### src/rtl/vga_fb_arbiter.sv
// Framebuffer RAM arbiter: scanout reads always win, processor writes queue in a FIFO
// and drain in idle slots. Define FB_CLEAR_EN to add the framebuffer clear engine.
module vga_fb_arbiter #(
    parameter int ADDR_W     = 19,
    parameter int DATA_W     = 8,
    parameter int FIFO_DEPTH = 8,
    parameter int FB_PIXELS  = 307200
) (
    input  logic                        clock,
    input  logic                        reset,
    input  logic                        cpu_wr_req,
    input  logic [ADDR_W-1:0]           cpu_wr_addr,
    input  logic [DATA_W-1:0]           cpu_wr_data,
    output logic                        cpu_wr_ready,
    input  logic                        vga_rd_req,
    input  logic [ADDR_W-1:0]           vga_rd_addr,
    output logic [DATA_W-1:0]           vga_rd_data,
    output logic                        vga_rd_valid,
    output logic [ADDR_W-1:0]           mem_addr,
    output logic [DATA_W-1:0]           mem_wdata,
    output logic                        mem_we,
    input  logic [DATA_W-1:0]           mem_rdata,
`ifdef FB_CLEAR_EN
    input  logic                        clear_start,
    input  logic [DATA_W-1:0]           clear_value,
    output logic                        clear_busy,
`endif
    output logic [$clog2(FIFO_DEPTH):0] fifo_level,
    output logic [15:0]                 wr_stall_cnt
);

    localparam int PTR_W = $clog2(FIFO_DEPTH);
    localparam int LVL_W = PTR_W + 1;

    localparam logic [1:0] SLOT_IDLE  = 2'd0;
    localparam logic [1:0] SLOT_READ  = 2'd1;
    localparam logic [1:0] SLOT_WRITE = 2'd2;
    localparam logic [1:0] SLOT_CLEAR = 2'd3;

    logic [ADDR_W-1:0] fifo_addr_q [FIFO_DEPTH];
    logic [DATA_W-1:0] fifo_data_q [FIFO_DEPTH];
    logic [PTR_W-1:0]  wr_ptr_q, rd_ptr_q;
    logic [LVL_W-1:0]  level_q, level_d;
    logic              push, pop;
    logic [1:0]        slot;

    logic [ADDR_W-1:0] mem_addr_q, mem_addr_d;
    logic [DATA_W-1:0] mem_wdata_q, mem_wdata_d;
    logic              mem_we_q, mem_we_d;
    logic              rd_pend_q, rd_valid_q;
    logic [DATA_W-1:0] rd_data_q;
    logic [15:0]       stall_q, stall_d;

`ifdef FB_CLEAR_EN
    // state    | meaning
    // CLR_IDLE | no clear in progress, FIFO drains normally
    // CLR_RUN  | writing clr_val_q to every pixel, FIFO held
    localparam logic [0:0] CLR_IDLE = 1'b0;
    localparam logic [0:0] CLR_RUN  = 1'b1;

    logic [0:0]        clr_state_q, clr_state_d;
    logic [ADDR_W-1:0] clr_cnt_q, clr_cnt_d;
    logic [DATA_W-1:0] clr_val_q, clr_val_d;
`endif

    always_comb begin
        slot = SLOT_IDLE;
        if (vga_rd_req)
            slot = SLOT_READ;
`ifdef FB_CLEAR_EN
        else if (clr_state_q == CLR_RUN)
            slot = SLOT_CLEAR;
`endif
        else if (level_q != '0)
            slot = SLOT_WRITE;
    end

    // Full blocks a push even when a pop frees an entry in the same cycle.
    assign push    = cpu_wr_req && (level_q != LVL_W'(FIFO_DEPTH));
    assign pop     = (slot == SLOT_WRITE);
    assign level_d = level_q + LVL_W'(push) - LVL_W'(pop);

    always_comb begin
        mem_addr_d  = mem_addr_q;
        mem_wdata_d = mem_wdata_q;
        mem_we_d    = 1'b0;
        case (slot)
            SLOT_READ: mem_addr_d = vga_rd_addr;
            SLOT_WRITE: begin
                mem_addr_d  = fifo_addr_q[rd_ptr_q];
                mem_wdata_d = fifo_data_q[rd_ptr_q];
                mem_we_d    = 1'b1;
            end
`ifdef FB_CLEAR_EN
            SLOT_CLEAR: begin
                mem_addr_d  = clr_cnt_q;
                mem_wdata_d = clr_val_q;
                mem_we_d    = 1'b1;
            end
`endif
            default: ;
        endcase
    end

    always_comb begin
        stall_d = stall_q;
        if (level_q != '0 && (slot == SLOT_READ || slot == SLOT_CLEAR) && stall_q != 16'hFFFF)
            stall_d = stall_q + 16'd1;
    end

    always_ff @(posedge clock) begin
        if (push) begin
            fifo_addr_q[wr_ptr_q] <= cpu_wr_addr;
            fifo_data_q[wr_ptr_q] <= cpu_wr_data;
        end
    end

    always_ff @(posedge clock or posedge reset) begin
        if (reset) begin
            wr_ptr_q    <= '0;
            rd_ptr_q    <= '0;
            level_q     <= '0;
            mem_addr_q  <= '0;
            mem_wdata_q <= '0;
            mem_we_q    <= 1'b0;
            rd_pend_q   <= 1'b0;
            rd_valid_q  <= 1'b0;
            rd_data_q   <= '0;
            stall_q     <= '0;
        end else begin
            if (push) wr_ptr_q <= wr_ptr_q + PTR_W'(1);
            if (pop)  rd_ptr_q <= rd_ptr_q + PTR_W'(1);
            level_q     <= level_d;
            mem_addr_q  <= mem_addr_d;
            mem_wdata_q <= mem_wdata_d;
            mem_we_q    <= mem_we_d;
            rd_pend_q   <= vga_rd_req;
            rd_valid_q  <= rd_pend_q;
            // RAM returns data the cycle after it sees the registered read address.
            if (rd_pend_q) rd_data_q <= mem_rdata;
            stall_q     <= stall_d;
        end
    end

`ifdef FB_CLEAR_EN
    always_comb begin
        clr_state_d = clr_state_q;
        clr_cnt_d   = clr_cnt_q;
        clr_val_d   = clr_val_q;
        case (clr_state_q)
            CLR_IDLE: begin
                if (clear_start) begin
                    clr_state_d = CLR_RUN;
                    clr_cnt_d   = '0;
                    clr_val_d   = clear_value;
                end
            end
            default: begin
                if (slot == SLOT_CLEAR) begin
                    if (clr_cnt_q == ADDR_W'(FB_PIXELS - 1))
                        clr_state_d = CLR_IDLE;
                    else
                        clr_cnt_d = clr_cnt_q + ADDR_W'(1);
                end
            end
        endcase
    end

    always_ff @(posedge clock or posedge reset) begin
        if (reset) begin
            clr_state_q <= CLR_IDLE;
            clr_cnt_q   <= '0;
            clr_val_q   <= '0;
        end else begin
            clr_state_q <= clr_state_d;
            clr_cnt_q   <= clr_cnt_d;
            clr_val_q   <= clr_val_d;
        end
    end

    assign clear_busy = (clr_state_q == CLR_RUN);
`endif

    assign cpu_wr_ready = (level_q != LVL_W'(FIFO_DEPTH));
    assign fifo_level   = level_q;
    assign wr_stall_cnt = stall_q;
    assign mem_addr     = mem_addr_q;
    assign mem_wdata    = mem_wdata_q;
    assign mem_we       = mem_we_q;
    assign vga_rd_valid = rd_valid_q;
    assign vga_rd_data  = rd_data_q;

endmodule

### config.mk
export PLATFORM = sky130hd
export DESIGN_NAME = vga_fb_arbiter
export DESIGN_NICKNAME = d
export VERILOG_FILES = /design/src/rtl/vga_fb_arbiter.sv
export SDC_FILE = /design/constraint.sdc
export NUM_CORES = 1
export LEC_CHECK = 0
export CAP_MARGIN = 20
export CORE_MARGIN = 3
export CORE_UTILIZATION = 40
export DETAILED_ROUTE_END_ITERATION = 12
export HOLD_SLACK_MARGIN = 0.02
export PLACE_DENSITY = 0.72
export SLEW_MARGIN = 20
export SYNTH_ARGS = -nofsm -noshare
export SYNTH_HDL_FRONTEND = slang
export SYNTH_SLANG_ARGS = --single-unit
### constraint.sdc
create_clock -name clock -period 7.7 [get_ports clock]
set_input_delay 0.77 -clock clock [delete_from_list [all_inputs] [get_ports clock]]
set_output_delay 0.77 -clock clock [all_outputs]
set_load 0.03 [all_outputs]
; Yosys cells after proc, flatten, opt, wreduce, memory -nomap -nowiden
; Memory sizes are Yosys's and may differ from the RTL's. A register that Yosys moved wholly into a read port is not among the register bits.
; Index checks and enable logic that the tools add are counted.
[totals]
regBits = 56
ram_bits = 216
inputBits = 58
n_memories = 2
[classes]
n_addsub = 5
eq_ne = 5
n_mux = 6
n_reduce_logical = 6
[memory_table]
columns = memory, words, word_bits, rd, rd_ports_with_merged_regs, write_ports, line_no
row1 = fifo_addr_q, 8, 19, 1, 0, 1, 40  ; logic [ADDR_W-1:0] fifo_addr_q [FIFO_DEPTH];
row2 = fifo_data_q, 8, 8, 1, 1, 1, 41  ; logic [DATA_W-1:0] fifo_data_q [FIFO_DEPTH];
[ops]
columns = cell, n
row1 = case mux 19 bit (2 select lines), 1
row2 = "adder 16 x 1 -> 16 bit, second input constant", 1
row3 = "inequality test 16 bit, second input constant", 1
row4 = "adder 3 x 1 -> 3 bit, second input constant", 2
row5 = adder 4 x 1 -> 4 bit, 1
row6 = "equality test 2 bit, second input constant", 2
row7 = 2-to-1 mux 2 bit, 2
row8 = "inequality test 4 bit, second input constant", 1
row9 = nonzero test 4 bit, 1
row10 = subtractor 4 x 1 -> 4 bit, 1
row11 = logical AND 1 bit, 3
row12 = 2-to-1 mux 1 bit, 3
row13 = "equality test 2 x 1 -> 1 bit, second input constant", 1
row14 = nonzero test 2 bit, 1
row15 = logical OR 1 bit, 1

; Longest topological paths before layout
[logic_depth]
ltp_word = 7
mapped_depth = 10
mapped_depth_nobuf = 9

; Worst setup path after synthesis
; No wires, ideal clock.
[synth_timing]
path_type = reg2reg
startpoint = register level_q[2], in the netlist fifo_level[2]
endpoint = memory fifo_addr_q[0][0] (enable)
arrival_time_ns = 3.992
t_required_ns = 7.220
setup_slack_ns = 3.229
path_stages_with_launch = 6
path_cell_list = dfrtp_1 -> inv_1 -> ha_1 -> nand2_1 -> nand2_1 -> nor4_1
[synth_via]
elab_chain_len = 4
[synth_rtl]
columns = element, line_no
row1 = start: declaration, 43  ; logic [LVL_W-1:0] level_q, level_d;
row2 = start signal: assignment, 133  ; level_q <= level_d;
row3 = inequality test 4 bit, -
row4 = net cpu_wr_ready, 14  ; output logic cpu_wr_ready,
row5 = logical AND 1 bit, 79  ; assign push = cpu_wr_req && (level_q != LVL_W'(FIFO_DEPTH));
row6 = 2-to-1 mux 1 bit, 112  ; if (push) begin
row7 = 2-to-1 mux 1 bit (not written as such), 113  ; fifo_addr_q[wr_ptr_q] <= cpu_wr_addr;
row8 = end: declaration, 40
; The timed path passes the listed nets, and every way through them passes these cells.

; Worst setup path in the final report
[layout_timing]
startpoint = register level_q[1], in the netlist fifo_level[1]
endpoint = output port cpu_wr_ready
[layout_via]
elab_chain_len = 1
[layout_rtl]
columns = element, line_no
row1 = inequality test 4 bit, 184  ; assign cpu_wr_ready = (level_q != LVL_W'(FIFO_DEPTH));
row2 = end: declaration, 14
; Every way passes these cells.

==> impl_metrics.toml <==
[status]
outcome = "finished clean"

[placement]
io_buffers = 115
dp_hpwl_um = 13100
dp_slack_ns = 4.63
place.gp.congestion = 0.775

[pwr]
p_per_area_mw_per_mm2 = 375
share_comb_of_total_power = 0.275
pwr-share-seq = 0.433
p_clk_frac = 0.292
finalPower_mw = 5.04
power.leakage_nw = 4.66
switching_share = 0.304
netSwitchingPower_mw = 1.53
internal_power_mw = 3.51
ir_worst_vdd_mv = 0.269

[logic_synthesis]
yosysUniqueCellTypes = 43
synth-seq-cells = 280
yosysMostFrequentCell = "edfxtp_1"
yosysTopAreaCellShare = 0.595
syn_nets = 615
yosysWarnings = 0
synth_area_mm2 = 0.0109
synth_common_cells = "216 x edfxtp_1, 64 x dfrtp_1, 49 x mux4_2, 30 x a21oi_1, 27 x mux2i_1"
synth_cells = 548
syn_area_per_cell_um2 = 19.9
yosysTopAreaCell = "edfxtp_1"
async_reset_ff_frac = 0.229
synth_edf_count = 216
seq_area_frac_synth = 0.742
synth_top_flop_cell = "edfxtp_1"
synthTopCellsByArea = "edfxtp_1 60%, dfrtp_1 15%, mux4_2 10%"

[drt]
drt-vias-per-instance = 5.41
post_drt_wl_per_cell_um = 21.4
ant_nets = 0
drc = 0
routed_wl_um = 22300
drtIter0Drc = 475
first_pass_iters = 5
num_vias = 5614

[worst_hold_path]
min_path_type = "reg -> reg"

[critical_path]
worstSetupPathType = "reg -> out"
path_max_fanout = 7
crit_chain = "nor2_1 -> nand2_1 -> clkdlybuf4s50_1"
worst_path_largest_cell_delay_ns = 0.70
end_kind = "output pin"
worst_ep_arrival_time_ns = 2.04
start_kind = "register"
cp.required_ns = 6.93
cp_slowest_cell = "clkdlybuf4s50_1"

[finish]
fin_nets = 747
n_antenna_cell = 0
ff_latch_area_mm2 = 0.00809
multiInputGateArea_mm2 = 0.00266
area_delta_synth_final_pct = 23.4
fillers = 2057
drive_above_1_share = 0.196

[floorplan]
dieWidth_um = 171
dieArea_mm2 = 0.0293
start_util = 0.412
die_y_um = 171
core_mm2 = 0.0264
ios = 116
rows = 59

[clock_network]
clk_pin_slew_ns = 0.06
cts_buffers = 29
clockBufferDepth = 3
worst_skew_pair.late_latency_ns = 0.55
cts_setup_buffers = 0
cts_sinks = 280
cts_tree = "built"
cts-resized-gates = 0
cts.htree.levels = 1
cts_root_buf = "clkbuf_16"
postCtsHoldBufs = 0

[timing]
setup_ws_ns = 4.89
relSlewSlack = 0.327
hold_viol = 0
slew_violations = 0
worstMarginPinSlew_ns = 1.01
tns_ns = 0
setup_viol = 0
period_minus_slack_ns = 2.81
rsz0062_at_grt = "false"
finalClockSkew_ns = 0.00923
fmax_ghz = 0.356
period_share = 0.365

[global_route]
grt_antenna_before_repair = 1
grt_max_degree = 65
grt_pass1_vias = 5911
grtUsageTotal = 0.153
gr-total-overflow = 0
grt_first_pass_wirelength_um = 34500

[flow_run]
maxCapViolations = 0
[routing by layer]
layer,vias up,part of all wire,global-route usage
met2,197,0.49,0.247
li1,2473,-,-
met5,-,0.00058,0
met1,2903,0.42,0.212
met3,39,0.067,0.0310
met4,2,0.025,0.0497
[cells by family (layout without fill, tap and decap cells)]
kind of cell    count (synthesis)  count (layout)  synth area share
xor+xnor                       19              19            0.0153
mux                            93              93             0.151
fa+ha+maj                       9               9            0.0110
compound gates                 54              54            0.0284
simple gates                   63              63            0.0334
flops                         280             280             0.742
buf+inv                        30             185            0.0189
[critical path: cells and delay by family, from the launching register on]
kind,cells,cell delay (ns)
buffers and inverters,1,0.70
DFF,1,0.54
and+or+nand+nor,2,0.25
[registers in the layout (all words and copies together), names as in the netlist]
name / flops
mem_addr: 19
mem_we: 1
fifo_addr_q: 152
vga_rd_data: 8
wr_stall_cnt: 16
rd_ptr_q: 3
fifo_level: 4
wr_ptr_q: 3
rd_pend_q: 1
vga_rd_valid: 1
mem_wdata: 8
fifo_data_q: 64
[power groups by stage]
stage | logic (mW) | clock network, mW | registers, mW
after global routing | 1.49 | 1.56 | 2.23
after detailed placement | 1.41 | 0 | 2.22
final | 1.39 | 1.47 | 2.19
after CTS | 1.41 | 1.51 | 2.19
after global placement | 1.38 | 0 | 2.21
after floorplan | 0.876 | 0 | 2.27
[cells in the final DEF, fill, tap and decap left out, drive strengths merged, types with 5 or more instances in the layout]
cell,synthesis,layout
nor2,15,15
clkdlybuf4s50,0,115
and3,5,5
a21oi,30,30
nand3,8,8
nand2,11,11
mux4,54,54
inv,7,8
ha,8,8
clkinv,0,14
mux2,12,12
o22ai,19,19
clkbuf,7,30
xnor2,13,13
nor3,6,6
dfrtp,64,64
xor2,6,6
edfxtp,216,216
bufinv,0,6
mux2i,27,27
buf,16,9
[through the flow]
| step | util | cell area [um2] | hold slack, ns | cells |
|---|---|---|---|---|
| 3_3_place_gp | 0.470 | 12400 | 0.479 | 984 |
| 6_report | 0.509 | 13500 | 0.504 | 1038 |
| 2_1_floorplan | - | 10900 | 0.352 | 548 |
| 4_1_cts | 0.509 | 13500 | 0.510 | 1038 |
| 5_1_grt | 0.509 | 13500 | 0.523 | 1038 |
| 3_5_place_dp | 0.470 | 12400 | 0.496 | 984 |
[final timing paths]
check / startpoint / to / slack [ns] / depth (start not counted)
worst max-delay path: fifo_level[1] / cpu_wr_ready / 4.89 / 3
worst min-delay path: wr_stall_cnt[8] / wr_stall_cnt[8] / 0.50 / 1
worst max register to register: fifo_level[2] / fifo_level[2] / 5.18 / 10
worst min register to register: wr_stall_cnt[8] / wr_stall_cnt[8] / 0.50 / 1
max in group asynchronous: reset / rd_ptr_q[1] / 6.23 / 3
min in group asynchronous: reset / vga_rd_data[5] / 0.80 / 3
[layout make-up]
cell class                 count  area share
timing repair buffer         124      0.0906
sequential                   280       0.602
inverter                       7     0.00195
tap                          335      0.0312
clock inverter                24      0.0219
clock buffer                  30      0.0550
multi-input combinational    238       0.198
(Power assumes the default switching activity.)
